[src/rtl/bias_relu_stage.sv]
// -----------------------------------------------------------------------------
// bias_relu_stage
//
// Two-stage post-processing pipeline that sits behind an adder tree. Every
// cycle it can accept one vector of N_adder_tree signed 18-bit lanes, add a
// constant per-lane bias, saturate the result back to 18 bits, optionally
// clamp negatives to zero (ReLU), and hand the vector downstream under a
// valid/ready handshake. It also tags each delivered vector with its position
// inside the current feature map.
//
// Parameters
//   N_adder_tree : number of parallel 18-bit lanes
//   NUM_OUT      : vectors per feature map before out_idx wraps (must be >= 2)
//   RELU_EN      : 1 = clamp negative results to zero, 0 = pass saturated sum
//
// Ports
//   clk       in   rising-edge clock for all state
//   rst       in   synchronous active-high reset
//   bias      in   per-lane bias, lane i at [18*(i+1)-1 : 18*i]
//   sum_in    in   adder-tree result, same lane packing as bias
//   in_valid  in   sum_in carries a vector
//   in_ready  out  vector on sum_in is accepted this cycle
//   out_data  out  biased, saturated, activated vector, same lane packing
//   out_valid out  out_data carries a vector
//   out_ready in   downstream accepts out_data this cycle
//   out_idx   out  index of the presented vector within the feature map
//   out_last  out  presented vector is the last one of the feature map
// -----------------------------------------------------------------------------
module bias_relu_stage #(
    parameter int N_adder_tree = 16,
    parameter int NUM_OUT      = 64,
    parameter int RELU_EN      = 1
) (
    input  logic                         clk,
    input  logic                         rst,
    input  logic [N_adder_tree*18-1:0]   bias,
    input  logic [N_adder_tree*18-1:0]   sum_in,
    input  logic                         in_valid,
    output logic                         in_ready,
    output logic [N_adder_tree*18-1:0]   out_data,
    output logic                         out_valid,
    input  logic                         out_ready,
    output logic [$clog2(NUM_OUT)-1:0]   out_idx,
    output logic                         out_last
);

    localparam int LANE_W = 18;
    localparam int SUM_W  = LANE_W + 1;
    localparam int VEC_W  = N_adder_tree * LANE_W;
    localparam int SUMV_W = N_adder_tree * SUM_W;
    localparam int IDX_W  = $clog2(NUM_OUT);

    localparam logic [IDX_W-1:0]  IDX_MAX = IDX_W'(NUM_OUT - 1);
    localparam logic [LANE_W-1:0] SAT_MAX = 18'h1FFFF;  // +131071
    localparam logic [LANE_W-1:0] SAT_MIN = 18'h20000;  // -131072

    // -------------------------------------------------------------------------
    // State
    // -------------------------------------------------------------------------
    logic [SUMV_W-1:0] s1_sum_q,    s1_sum_d;
    logic              s1_valid_q,  s1_valid_d;
    logic [VEC_W-1:0]  out_data_q,  out_data_d;
    logic              out_valid_q, out_valid_d;
    logic [IDX_W-1:0]  out_idx_q,   out_idx_d;

    logic adv;
    logic in_xfer;
    logic out_xfer;

    // -------------------------------------------------------------------------
    // Saturate a 19-bit sum to the 18-bit range, then optionally apply ReLU.
    // Two 18-bit operands can overflow by at most one bit, so the result is
    // out of range exactly when the two top bits of the 19-bit sum disagree;
    // the top bit then tells which rail to clamp to.
    // -------------------------------------------------------------------------
    function automatic logic [LANE_W-1:0] sat_relu(input logic [SUM_W-1:0] s);
        logic [LANE_W-1:0] r;
        if (s[SUM_W-1] != s[SUM_W-2]) begin
            r = s[SUM_W-1] ? SAT_MIN : SAT_MAX;
        end else begin
            r = s[LANE_W-1:0];
        end
        if ((RELU_EN != 0) && r[LANE_W-1]) begin
            r = '0;
        end
        return r;
    endfunction

    // -------------------------------------------------------------------------
    // Handshake
    // -------------------------------------------------------------------------
    // The whole pipeline moves as one unit: it advances whenever the output
    // register is empty or being drained. While reset is held the block still
    // advertises ready, but nothing it sees is kept.
    always_comb begin
        adv      = !out_valid_q || out_ready;
        in_ready = rst || adv;
        in_xfer  = in_valid && adv;
        out_xfer = out_valid_q && out_ready;
    end

    // -------------------------------------------------------------------------
    // Stage 1: sign-extend both operands and add
    // -------------------------------------------------------------------------
    // NOTE: every signal assigned in an always_comb gets a default first (here
    // "hold the current value"), so no path leaves it unassigned and no latch
    // is inferred.
    always_comb begin
        s1_sum_d   = s1_sum_q;
        s1_valid_d = s1_valid_q;
        if (adv) begin
            // A stalled-free slot with no input becomes a bubble.
            s1_valid_d = in_xfer;
            if (in_valid) begin
                for (int i = 0; i < N_adder_tree; i++) begin
                    s1_sum_d[SUM_W*i +: SUM_W] =
                        {sum_in[LANE_W*i + LANE_W-1], sum_in[LANE_W*i +: LANE_W]} +
                        {bias[LANE_W*i + LANE_W-1],   bias[LANE_W*i +: LANE_W]};
                end
            end
        end
    end

    // -------------------------------------------------------------------------
    // Stage 2: saturate + activate into the output register
    // -------------------------------------------------------------------------
    always_comb begin
        out_data_d  = out_data_q;
        out_valid_d = out_valid_q;
        if (adv) begin
            out_valid_d = s1_valid_q;
            // Only a real vector overwrites out_data; a bubble leaves the
            // previous contents in place since they are not presented anyway.
            if (s1_valid_q) begin
                for (int i = 0; i < N_adder_tree; i++) begin
                    out_data_d[LANE_W*i +: LANE_W] = sat_relu(s1_sum_q[SUM_W*i +: SUM_W]);
                end
            end
        end
    end

    // -------------------------------------------------------------------------
    // Feature-map position counter
    // -------------------------------------------------------------------------
    always_comb begin
        out_idx_d = out_idx_q;
        if (out_xfer) begin
            out_idx_d = (out_idx_q == IDX_MAX) ? '0 : out_idx_q + IDX_W'(1);
        end
    end

    // -------------------------------------------------------------------------
    // Registers
    // -------------------------------------------------------------------------
    // NOTE: sequential blocks use non-blocking assignments only, so every flop
    // samples the values that existed before the clock edge regardless of the
    // order in which the simulator evaluates the blocks.
    always_ff @(posedge clk) begin
        if (rst) begin
            s1_valid_q  <= 1'b0;
            out_valid_q <= 1'b0;
            out_data_q  <= '0;
            out_idx_q   <= '0;
        end else begin
            s1_valid_q  <= s1_valid_d;
            out_valid_q <= out_valid_d;
            out_data_q  <= out_data_d;
            out_idx_q   <= out_idx_d;
        end
    end

    // NOTE: the stage-1 sums are qualified by s1_valid_q, so they carry no
    // reset; leaving wide datapath registers out of the reset tree keeps reset
    // fan-out down and lets these map onto plain enable flops.
    always_ff @(posedge clk) begin
        s1_sum_q <= s1_sum_d;
    end

    // -------------------------------------------------------------------------
    // Outputs
    // -------------------------------------------------------------------------
    always_comb begin
        out_data  = out_data_q;
        out_valid = out_valid_q;
        out_idx   = out_idx_q;
        out_last  = out_valid_q && (out_idx_q == IDX_MAX);
    end

endmodule

[config.mk]
export PLATFORM = sky130hd
export DESIGN_NAME = bias_relu_stage
export DESIGN_NICKNAME = d
export VERILOG_FILES = /design/src/rtl/bias_relu_stage.sv
export SDC_FILE = /design/constraint.sdc
export NUM_CORES = 1
export LEC_CHECK = 0
export CAP_MARGIN = 40
export CELL_PAD_IN_SITES_DETAIL_PLACEMENT = 2
export CELL_PAD_IN_SITES_GLOBAL_PLACEMENT = 2
export CORE_MARGIN = 2
export CORE_UTILIZATION = 30
export CTS_CLUSTER_DIAMETER = 120
export CTS_CLUSTER_SIZE = 16
export DETAILED_ROUTE_END_ITERATION = 6
export GPL_TIMING_DRIVEN = 1
export PLACE_DENSITY_LB_ADDON = 0.15
export SYNTH_ARGS = -nofsm -noshare
export SYNTH_HDL_FRONTEND = slang
export SYNTH_SLANG_ARGS = --single-unit
[constraint.sdc]
create_clock -name clk -period 12.45 [get_ports clk]
set_input_delay 1.245 -clock clk [delete_from_list [all_inputs] [get_ports clk]]
set_output_delay 1.245 -clock clk [all_outputs]
set_load 0.02 [all_outputs]
==> impl_metrics.prom, run 1 <==
# TYPE chip_impl_metric gauge
chip_impl_metric{name="synth_edf_count",unit=""} 304
chip_impl_metric{name="synth_mux_area_share",unit="%"} 0.0294
chip_impl_metric{name="register_area",unit="mm^2"} 0.0147
chip_impl_metric{name="io_buffers",unit=""} 860
chip_impl_metric{name="post-route-min-period",unit="ns"} 4.19
chip_impl_metric{name="yosys_register_bits",unit=""} 584
chip_impl_info{name="worstHoldPathType",value="register to register"} 1
chip_impl_metric{name="slew_violations",unit=""} 0
chip_impl_metric{name="mappedNetlistArea",unit="mm^2"} 0.0340
chip_impl_metric{name="final_antenna_net_count",unit=""} 0
chip_impl_metric{name="area_added_between_synthesis_and_finish",unit="%"} 33.2
chip_impl_metric{name="ios",unit=""} 877
chip_impl_metric{name="holdBufCountCts",unit=""} 0
chip_impl_metric{name="dr.first_iter.drc_count",unit=""} 1117
chip_impl_metric{name="placementRows",unit=""} 123
chip_impl_metric{name="post_synth.cell_area_avg",unit="um^2"} 9.11
chip_impl_metric{name="grt_max_degree",unit=""} 146
chip_impl_metric{name="globalplace.congestion",unit=""} 0.841
chip_impl_metric{name="dp_cells",unit=""} 5936
chip_impl_metric{name="final_min_period_over_clock_period",unit="%"} 33.7
chip_impl_info{name="crit_path_frequent_cell",value="clkdlybuf4s50_1"} 1
chip_impl_metric{name="synthXorXnorAreaFrac",unit="%"} 5.67
chip_impl_info{name="status",value="finished clean"} 1
chip_impl_metric{name="synth_top_cell_area_share",unit="%"} 26.9
chip_impl_metric{name="tritoncts.num_buffers",unit=""} 42
chip_impl_info{name="crit-reg2reg-launch",value="out_valid"} 1
chip_impl_metric{name="die_area",unit="mm^2"} 0.116
chip_impl_metric{name="holdPathStages",unit=""} 2
chip_impl_metric{name="stdcell_count",unit=""} 6038
chip_impl_metric{name="htreeDepth",unit=""} 2
chip_impl_info{name="cts_tree",value="done"} 1
chip_impl_metric{name="power-per-cell-area",unit="mW/mm^2"} 119
chip_impl_info{name="cts_root_buf",value="clkbuf_16"} 1
chip_impl_metric{name="timing_worst_slew_pin_value",unit="ns"} 1.01
chip_impl_metric{name="cts_post_setup_buffers_inserted",unit=""} 0
chip_impl_info{name="crit_family",value="buffers and inverters"} 1
chip_impl_metric{name="synth_compound_gate_area_share",unit="%"} 21.2
chip_impl_info{name="grt_setup_unrepaired",value="false"} 1
chip_impl_metric{name="remaining_drc_errors",unit=""} 0
chip_impl_metric{name="cap_viol_max_count",unit=""} 0
chip_impl_info{name="synth_common_cells",value="a21oi_1 (746), nor2_1 (420), nand2_1 (368), ha_1 (321), edfxtp_1 (304)"} 1
chip_impl_metric{name="drt_wl_total",unit="mm"} 135
chip_impl_info{name="timing_worst_setup_path_type",value="primary input to primary output"} 1
chip_impl_metric{name="grt_pass1_wl",unit="mm"} 203
chip_impl_metric{name="synthArstFlopShare",unit="%"} 0
chip_impl_metric{name="num-fill-cells",unit=""} 12335
chip_impl_metric{name="timing.critical_path.depth",unit=""} 4
chip_impl_info{name="worst_setup_path_end_kind",value="primary output"} 1
chip_impl_metric{name="fin_setup_tns",unit="ns"} 0
chip_impl_metric{name="worst-endpoint-required",unit="ns"} 11.20
chip_impl_info{name="yosys-top-cells-area",value="edfxtp_1 (27%), dfxtp_1 (16%), ha_1 (12%), a21oi_1 (11%), nor2_1 (4.6%)"} 1
chip_impl_info{name="timing.critical_path.cells",value="clkdlybuf4s50_1 > nand2b_1 > or2_2 > clkdlybuf4s50_1"} 1
chip_impl_info{name="critical-path-slowest-cell",value="clkdlybuf4s50_1"} 1
chip_impl_metric{name="critPathArrivalTime",unit="ns"} 2.95
chip_impl_info{name="synth_top_family_by_area",value="compound AO/OA/AOI/OAI gates"} 1
chip_impl_metric{name="number_of_global_route_vias_before_repair",unit=""} 32933
chip_impl_metric{name="cts.sinks",unit=""} 584
chip_impl_info{name="endpoint_of_the_most_critical_register_to_register_path",value="out_data[102]"} 1
chip_impl_metric{name="leakage",unit="nW"} 17.8
chip_impl_metric{name="multi_input_area",unit="mm^2"} 0.0181
chip_impl_metric{name="final_net_count",unit=""} 5397
chip_impl_metric{name="routedWlPerCell",unit="um"} 22.4
chip_impl_metric{name="clkTransAtPathRegs",unit="ns"} 0.07
chip_impl_metric{name="warning_count_from_the_yosys_run",unit=""} 0
chip_impl_metric{name="grt_antenna_before_repair",unit=""} 69
chip_impl_metric{name="drt-pass1-iter-count",unit=""} 5
chip_impl_metric{name="post_cts_resized",unit=""} 0
chip_impl_metric{name="reg2reg_slack",unit="ns"} 9.16
chip_impl_metric{name="synthesis.instances",unit=""} 3732
chip_impl_info{name="setup.worst_path.start",value="out_ready"} 1
chip_impl_metric{name="fmax",unit="MHz"} 239
chip_impl_metric{name="synth-adder-area-share",unit="%"} 12.8
chip_impl_metric{name="distinct_cell_type_count_after_synthesis",unit=""} 75
chip_impl_metric{name="vias",unit=""} 30841
chip_impl_metric{name="globalRoute.totalOverflow",unit=""} 0
chip_impl_info{name="capture_point_of_the_critical_path",value="in_ready"} 1
chip_impl_metric{name="place_hpwl",unit="mm"} 108
chip_impl_metric{name="cp_max_fo",unit=""} 6
chip_impl_info{name="most_used_standard_cell_by_instance_count_after_synthesis",value="a21oi_1"} 1
chip_impl_metric{name="grtUsageTotal",unit="%"} 22.7
chip_impl_metric{name="synth_seq_area_share",unit="%"} 43.3
chip_impl_metric{name="worst_slew_margin_rel",unit="%"} 33.0
chip_impl_metric{name="clock-skew-final",unit="ns"} 0.0288
chip_impl_metric{name="post_route_cells_drive_above_1_share",unit="%"} 2.15
chip_impl_metric{name="start_util",unit="%"} 30.2
chip_impl_metric{name="hold_violations",unit=""} 0
chip_impl_metric{name="worst_r2r_path_cells",unit=""} 8
chip_impl_metric{name="vdd.ir_drop.worst",unit="mV"} 0.0851
chip_impl_metric{name="clock_insertion_delay_worst_skew",unit="ns"} 0.63
chip_impl_metric{name="crit_buf_inv",unit=""} 2
chip_impl_metric{name="coreArea",unit="mm^2"} 0.112
chip_impl_metric{name="die_width",unit="um"} 341
chip_impl_info{name="critPathLaunchType",value="primary input"} 1
chip_impl_metric{name="synth_simple_gate_area_share",unit="%"} 13.4
chip_impl_metric{name="final_setup_viols",unit=""} 0
chip_impl_metric{name="critical-path-max-stage-delay",unit="ns"} 0.61
chip_impl_info{name="post-synth-top-area-cell",value="edfxtp_1"} 1
chip_impl_metric{name="viasPerCell",unit=""} 5.11
chip_impl_metric{name="clockBufferDepth",unit=""} 3
chip_impl_metric{name="die_height",unit="um"} 341
chip_impl_info{name="synth-main-ff-cell",value="edfxtp_1"} 1
[power by group]
part	leakage [nW]	switching, mW	internal (mW)	total [mW]
combinational	12.0	0.919	0.688	1.61
sequential	5.23	0.0810	2.27	2.35
clock	0.605	0.726	0.688	1.41
[worst min path at each step]
stage	from	endpoint	slack, ns
6_report	out_data[209]	out_data[209]	0.49
5_1_grt	out_data[54]	out_data[54]	0.52
4_1_cts	out_data[133]	out_data[133]	0.50
3_5_place_dp	out_data[133]	out_data[133]	0.48
3_3_place_gp	out_data[190]	out_data[190]	0.46
2_1_floorplan	s1_valid_q	out_valid	0.44
[logic make-up after synthesis]
| logic type | after synthesis |
|---|---|
| other | 1 |
| buffers and inverters | 311 |
| XOR/XNOR | 220 |
| AO/OA/AOI/OAI | 1226 |
| flip-flops | 584 |
| AND/OR/NAND/NOR | 1052 |
| multiplexers | 1 |
| adder cells (fa/ha/maj) | 337 |
[worst reg2reg max path, stage by stage (launching register included)]
cell and delay, ns:
dfxtp_1 0.42, nand2b_1 0.19, nand2_4 0.36, buf_4 0.58, buf_12 0.51, or3_1 0.71
a21oi_1 0.10, a21oi_1 0.21, nor2_1 0.07
[stage by stage]
step | hold WS [ns] | power (mW) | util, % | cell area (um^2) | setup WS (ns)
floorplan | 0.438 | 3.36 | - | 34000 | 3.39
global placement | 0.465 | 3.97 | 39.0 | 43900 | 7.69
detailed placement | 0.478 | 4.02 | 39.1 | 43900 | 7.65
CTS | 0.497 | 5.46 | 40.2 | 45200 | 8.24
global route | 0.523 | 5.69 | 40.2 | 45200 | 8.06
finish | 0.492 | 5.37 | 40.2 | 45300 | 8.26
[cell type report]
type / instances / area share, %
Multi-Input combinational cell: 2852 / 39.9
Sequential cell: 584 / 32.6
Timing Repair Buffer: 872 / 19.4
Tap cell: 1500 / 4.15
Clock buffer: 75 / 2.78
Inverter: 128 / 1.06
Antenna cell: 26 / 0.144
Clock inverter: 1 / 0.0111
[flip-flops by register name, summed over array words and instances (netlist names)]
| register | flops |
|---|---|
| s1_sum_q | 304 |
| out_data | 272 |
| out_idx | 6 |
| out_valid | 1 |
| s1_valid_q | 1 |
[cell usage in the layout (no fill, tap or decap), types with 45 or more instances in the layout]
| cell | synthesis | final |
|---|---|---|
| nand2_1 | 368 | 367 |
| o21a_1 | 45 | 45 |
| clkbuf_16 | 0 | 46 |
| clkdlybuf4s50_1 | 0 | 859 |
| ha_1 | 321 | 321 |
| inv_1 | 128 | 128 |
| nand3_1 | 47 | 47 |
| xor2_1 | 61 | 61 |
| xnor2_1 | 159 | 159 |
| a211oi_1 | 46 | 46 |
| a21oi_1 | 746 | 746 |
| o21ai_0 | 97 | 97 |
| a21o_1 | 101 | 101 |
| nor2_1 | 420 | 420 |
| edfxtp_1 | 304 | 304 |
| dfxtp_1 | 280 | 280 |
[per-layer routing]
layer  vias up  track usage [%]  share of wire (%)
li1      14774                -                  -
met1     15047             25.4                 39
met2       683             39.4                 49
met3       265             7.12                7.4
met4        72             10.4                4.6
met5         -                0               0.34
Note: power is estimated with default switching activity, not from simulation.
==> inputs of run 2 (changes only) <==
==> constraint.sdc (replaced) <==
create_clock -name clk -period 4 [get_ports clk]
set_input_delay 0.4 -clock clk [delete_from_list [all_inputs] [get_ports clk]]
set_output_delay 0.4 -clock clk [all_outputs]
set_load 0.02 [all_outputs]
==> run 2 against run 1 <==
Compared with the run above: flip-flop and latch count did not move; sequential power grew to 3.1 times the previous value; core utilization grew 0.12 points; wire length up 0.26%; die area is the same; clock skew down 0.010 ns; register-to-register slack got worse by 7.6 ns; worst hold slack got worse by 0.30 ns; via count decreased by 0.15%; design area grew 0.29%; non-clock buffer count rose by 13; critical path type is now primary input to register.
==> impl_metrics.prom, run 2 (synthesis results as in run 1) <==
# TYPE chip_impl_metric gauge
chip_impl_info{name="status",value="finished clean"} 1
chip_impl_metric{name="clock_power_share",unit="%"} 26.2
chip_impl_metric{name="htreeDepth",unit=""} 2
chip_impl_info{name="cts_tree",value="done"} 1
chip_impl_metric{name="remaining_drc_errors",unit=""} 0
chip_impl_metric{name="fmax",unit="MHz"} 357
chip_impl_metric{name="power-per-cell-area",unit="mW/mm^2"} 369
chip_impl_metric{name="ios",unit=""} 877
chip_impl_metric{name="grt_max_degree",unit=""} 155
chip_impl_metric{name="die_height",unit="um"} 341
chip_impl_metric{name="routedWlPerCell",unit="um"} 22.5
chip_impl_metric{name="cts.sinks",unit=""} 584
chip_impl_metric{name="globalRoute.totalOverflow",unit=""} 0
chip_impl_metric{name="grtUsageTotal",unit="%"} 22.6
chip_impl_metric{name="grt_antenna_before_repair",unit=""} 39
chip_impl_metric{name="relative_contribution_of_combinational_cells_to_total_power",unit="%"} 30.1
chip_impl_metric{name="worst-endpoint-required",unit="ns"} 4.37
chip_impl_info{name="setup.worst_path.start",value="bias[216]"} 1
chip_impl_info{name="timing_worst_setup_path_type",value="primary input to register"} 1
chip_impl_metric{name="tritoncts.num_buffers",unit=""} 42
chip_impl_info{name="endpoint_of_the_most_critical_register_to_register_path",value="out_data[126]"} 1
chip_impl_metric{name="vias",unit=""} 30795
chip_impl_info{name="critPathLaunchType",value="primary input"} 1
chip_impl_metric{name="power_report.internal_total",unit="mW"} 11.4
chip_impl_metric{name="slew_violations",unit=""} 0
chip_impl_metric{name="area_added_between_synthesis_and_finish",unit="%"} 33.6
chip_impl_info{name="leading_cell_type_in_the_layout_fill_and_taps_excluded",value="clkdlybuf4s50_1"} 1
chip_impl_metric{name="timing_worst_slew_pin_value",unit="ns"} 0.890
chip_impl_metric{name="grt_pass1_wl",unit="mm"} 203
chip_impl_metric{name="post-route-min-period",unit="ns"} 2.80
chip_impl_metric{name="final_min_period_over_clock_period",unit="%"} 70.0
chip_impl_metric{name="finalWorstSetupSlack",unit="ns"} 1.20
chip_impl_metric{name="cap_viol_max_count",unit=""} 0
chip_impl_metric{name="timing.critical_path.depth",unit=""} 11
chip_impl_metric{name="seqPwrFrac",unit="%"} 43.7
chip_impl_info{name="worst_hold_startpoint",value="rst"} 1
chip_impl_metric{name="final_net_count",unit=""} 5410
chip_impl_metric{name="power.switching_fraction",unit="%"} 32.2
chip_impl_metric{name="dr.first_iter.drc_count",unit=""} 1155
chip_impl_metric{name="holdPathStages",unit=""} 2
chip_impl_metric{name="cts_post_setup_buffers_inserted",unit=""} 0
chip_impl_metric{name="clock_insertion_delay_worst_skew",unit="ns"} 0.63
chip_impl_metric{name="final_antenna_net_count",unit=""} 0
chip_impl_metric{name="critPathArrivalTime",unit="ns"} 3.17
chip_impl_metric{name="final_setup_viols",unit=""} 0
chip_impl_info{name="timing.critical_path.cells",value="clkdlybuf4s50_1 > ha_1 > inv_1 > fa_1 > nor2b_1 > o31a_1 > o21a_1 > nor4_1 > o41a_1 > o32ai_1 > o22ai_1"} 1
chip_impl_info{name="layout_common_cells",value="clkdlybuf4s50_1 (859), a21oi_1 (746), nor2_1 (420)"} 1
chip_impl_metric{name="clock-skew-final",unit="ns"} 0.0188
chip_impl_metric{name="switching_component_of_the_power",unit="mW"} 5.39
chip_impl_metric{name="preCtsSetupSlack",unit="ns"} 0.551
chip_impl_metric{name="number_of_global_route_vias_before_repair",unit=""} 33040
chip_impl_metric{name="critical-path-max-stage-delay",unit="ns"} 0.48
chip_impl_info{name="crit_family",value="compound AO/OA/AOI/OAI gates"} 1
chip_impl_metric{name="num-fill-cells",unit=""} 12249
chip_impl_metric{name="drt-pass1-iter-count",unit=""} 5
chip_impl_metric{name="hold_violations",unit=""} 0
chip_impl_metric{name="vdd.ir_drop.worst",unit="mV"} 0.270
chip_impl_metric{name="clkTransAtPathRegs",unit="ns"} 0.08
chip_impl_metric{name="clockBufferDepth",unit=""} 3
chip_impl_info{name="worstHoldEndpoint",value="out_data[20]"} 1
chip_impl_metric{name="post_cts_resized",unit=""} 0
chip_impl_metric{name="place_hpwl",unit="mm"} 110
chip_impl_metric{name="reg2reg_slack",unit="ns"} 1.58
chip_impl_info{name="cts_root_buf",value="clkbuf_16"} 1
chip_impl_info{name="grt_setup_unrepaired",value="false"} 1
chip_impl_metric{name="holdBufCountCts",unit=""} 0
chip_impl_metric{name="globalplace.congestion",unit=""} 0.873
chip_impl_info{name="crit-reg2reg-launch",value="out_valid"} 1
chip_impl_metric{name="worst_slew_margin_rel",unit="%"} 40.6
chip_impl_metric{name="leakage",unit="nW"} 17.9
chip_impl_metric{name="io_buffers",unit=""} 860
chip_impl_metric{name="drt_wl_total",unit="mm"} 136
chip_impl_metric{name="coreArea",unit="mm^2"} 0.112
chip_impl_metric{name="fin_setup_tns",unit="ns"} 0
chip_impl_info{name="critical-path-slowest-cell",value="fa_1"} 1
chip_impl_metric{name="crit_buf_inv",unit=""} 2
chip_impl_metric{name="post_route_cells_drive_above_1_share",unit="%"} 2.43
chip_impl_info{name="worst_setup_path_end_kind",value="register"} 1
chip_impl_metric{name="start_util",unit="%"} 30.2
chip_impl_metric{name="die_width",unit="um"} 341
chip_impl_metric{name="cp_max_fo",unit=""} 3
chip_impl_metric{name="largest_register_ff_count",unit=""} 304
chip_impl_info{name="largest-register",value="s1_sum_q"} 1
chip_impl_metric{name="worst_r2r_path_cells",unit=""} 7
chip_impl_metric{name="viasPerCell",unit=""} 5.10
chip_impl_metric{name="placementRows",unit=""} 123
chip_impl_metric{name="die_area",unit="mm^2"} 0.116
chip_impl_info{name="worstHoldPathType",value="primary input to register"} 1
-- run 2: changes by cell type in the layout (fill, tap and decap cells not counted) --
cell,delta
diode_2,-12
buf_12,+7
buf_4,+7
buf_16,-1
clkbuf_1,+1
clkbuf_16,-1
clkbuf_8,+1
clkinv_2,-1
clkinvlp_4,+1
-- run 2: worst max path at each step --
| stage | to | slack (ns) |
|---|---|---|
| 3_5_place_dp | s1_sum_q[246] | 0.55 |
| 3_3_place_gp | s1_sum_q[246] | 0.60 |
| 2_1_floorplan | s1_sum_q[0] | 0.82 |
| 5_1_grt | s1_sum_q[246] | 1.07 |
| 4_1_cts | s1_sum_q[246] | 1.24 |
| 6_report | s1_sum_q[246] | 1.20 |
-- run 2: area by class of cell --
type	instances	area, um^2	share of cell area (%)
Clock inverter	1	7.51	0.0165
Tap cell	1500	1880	4.13
Timing Repair Buffer	885	8930	19.7
Multi-Input combinational cell	2852	18100	39.8
Sequential cell	584	14700	32.5
Inverter	128	480	1.06
Antenna cell	14	35.0	0.0772
Clock buffer	76	1250	2.76
-- run 2: worst register-to-register path, stage by stage (launching register included) --
cell and delay (ns):
dfxtp_1 0.44, nand2b_1 0.21, nand2_4 0.29, buf_12 0.27, or3_1 0.67, a21oi_1 0.12
a21oi_1 0.21, nor2_1 0.07
-- run 2: metal layers --
metal | global-route usage, % | vias up | routed length [um]
met5 | 0 | - | 258
met4 | 6.05 | 40 | 3490
met3 | 5.45 | 173 | 7800
met2 | 41.5 | 611 | 70000
met1 | 26.1 | 15188 | 54300
li1 | - | 14783 | -
-- run 2: through the flow --
| step | total power [mW] | util (%) | cell area [um^2] | hold WS [ns] | instances |
|---|---|---|---|---|---|
| after detailed placement | 12.5 | 39.2 | 44100 | 0.479 | 5949 |
| after global routing | 17.7 | 40.3 | 45400 | 0.192 | 6034 |
| after CTS | 17.0 | 40.3 | 45400 | 0.158 | 6026 |
| after floorplan | 10.4 | - | 34000 | 0.438 | 3747 |
| after global placement | 12.4 | 39.2 | 44100 | 0.465 | 5949 |
| final | 16.8 | 40.4 | 45400 | 0.188 | 6040 |
-- run 2: power groups by stage --
stage          clock (mW)  sequential [mW]  combinational (mW)
2_1_floorplan           0             7.61                2.80
6_report             4.40             7.32                5.04
5_1_grt              4.77             7.38                5.59
4_1_cts              4.60             7.32                5.12
3_3_place_gp            0             7.43                4.95
3_5_place_dp            0             7.46                5.08
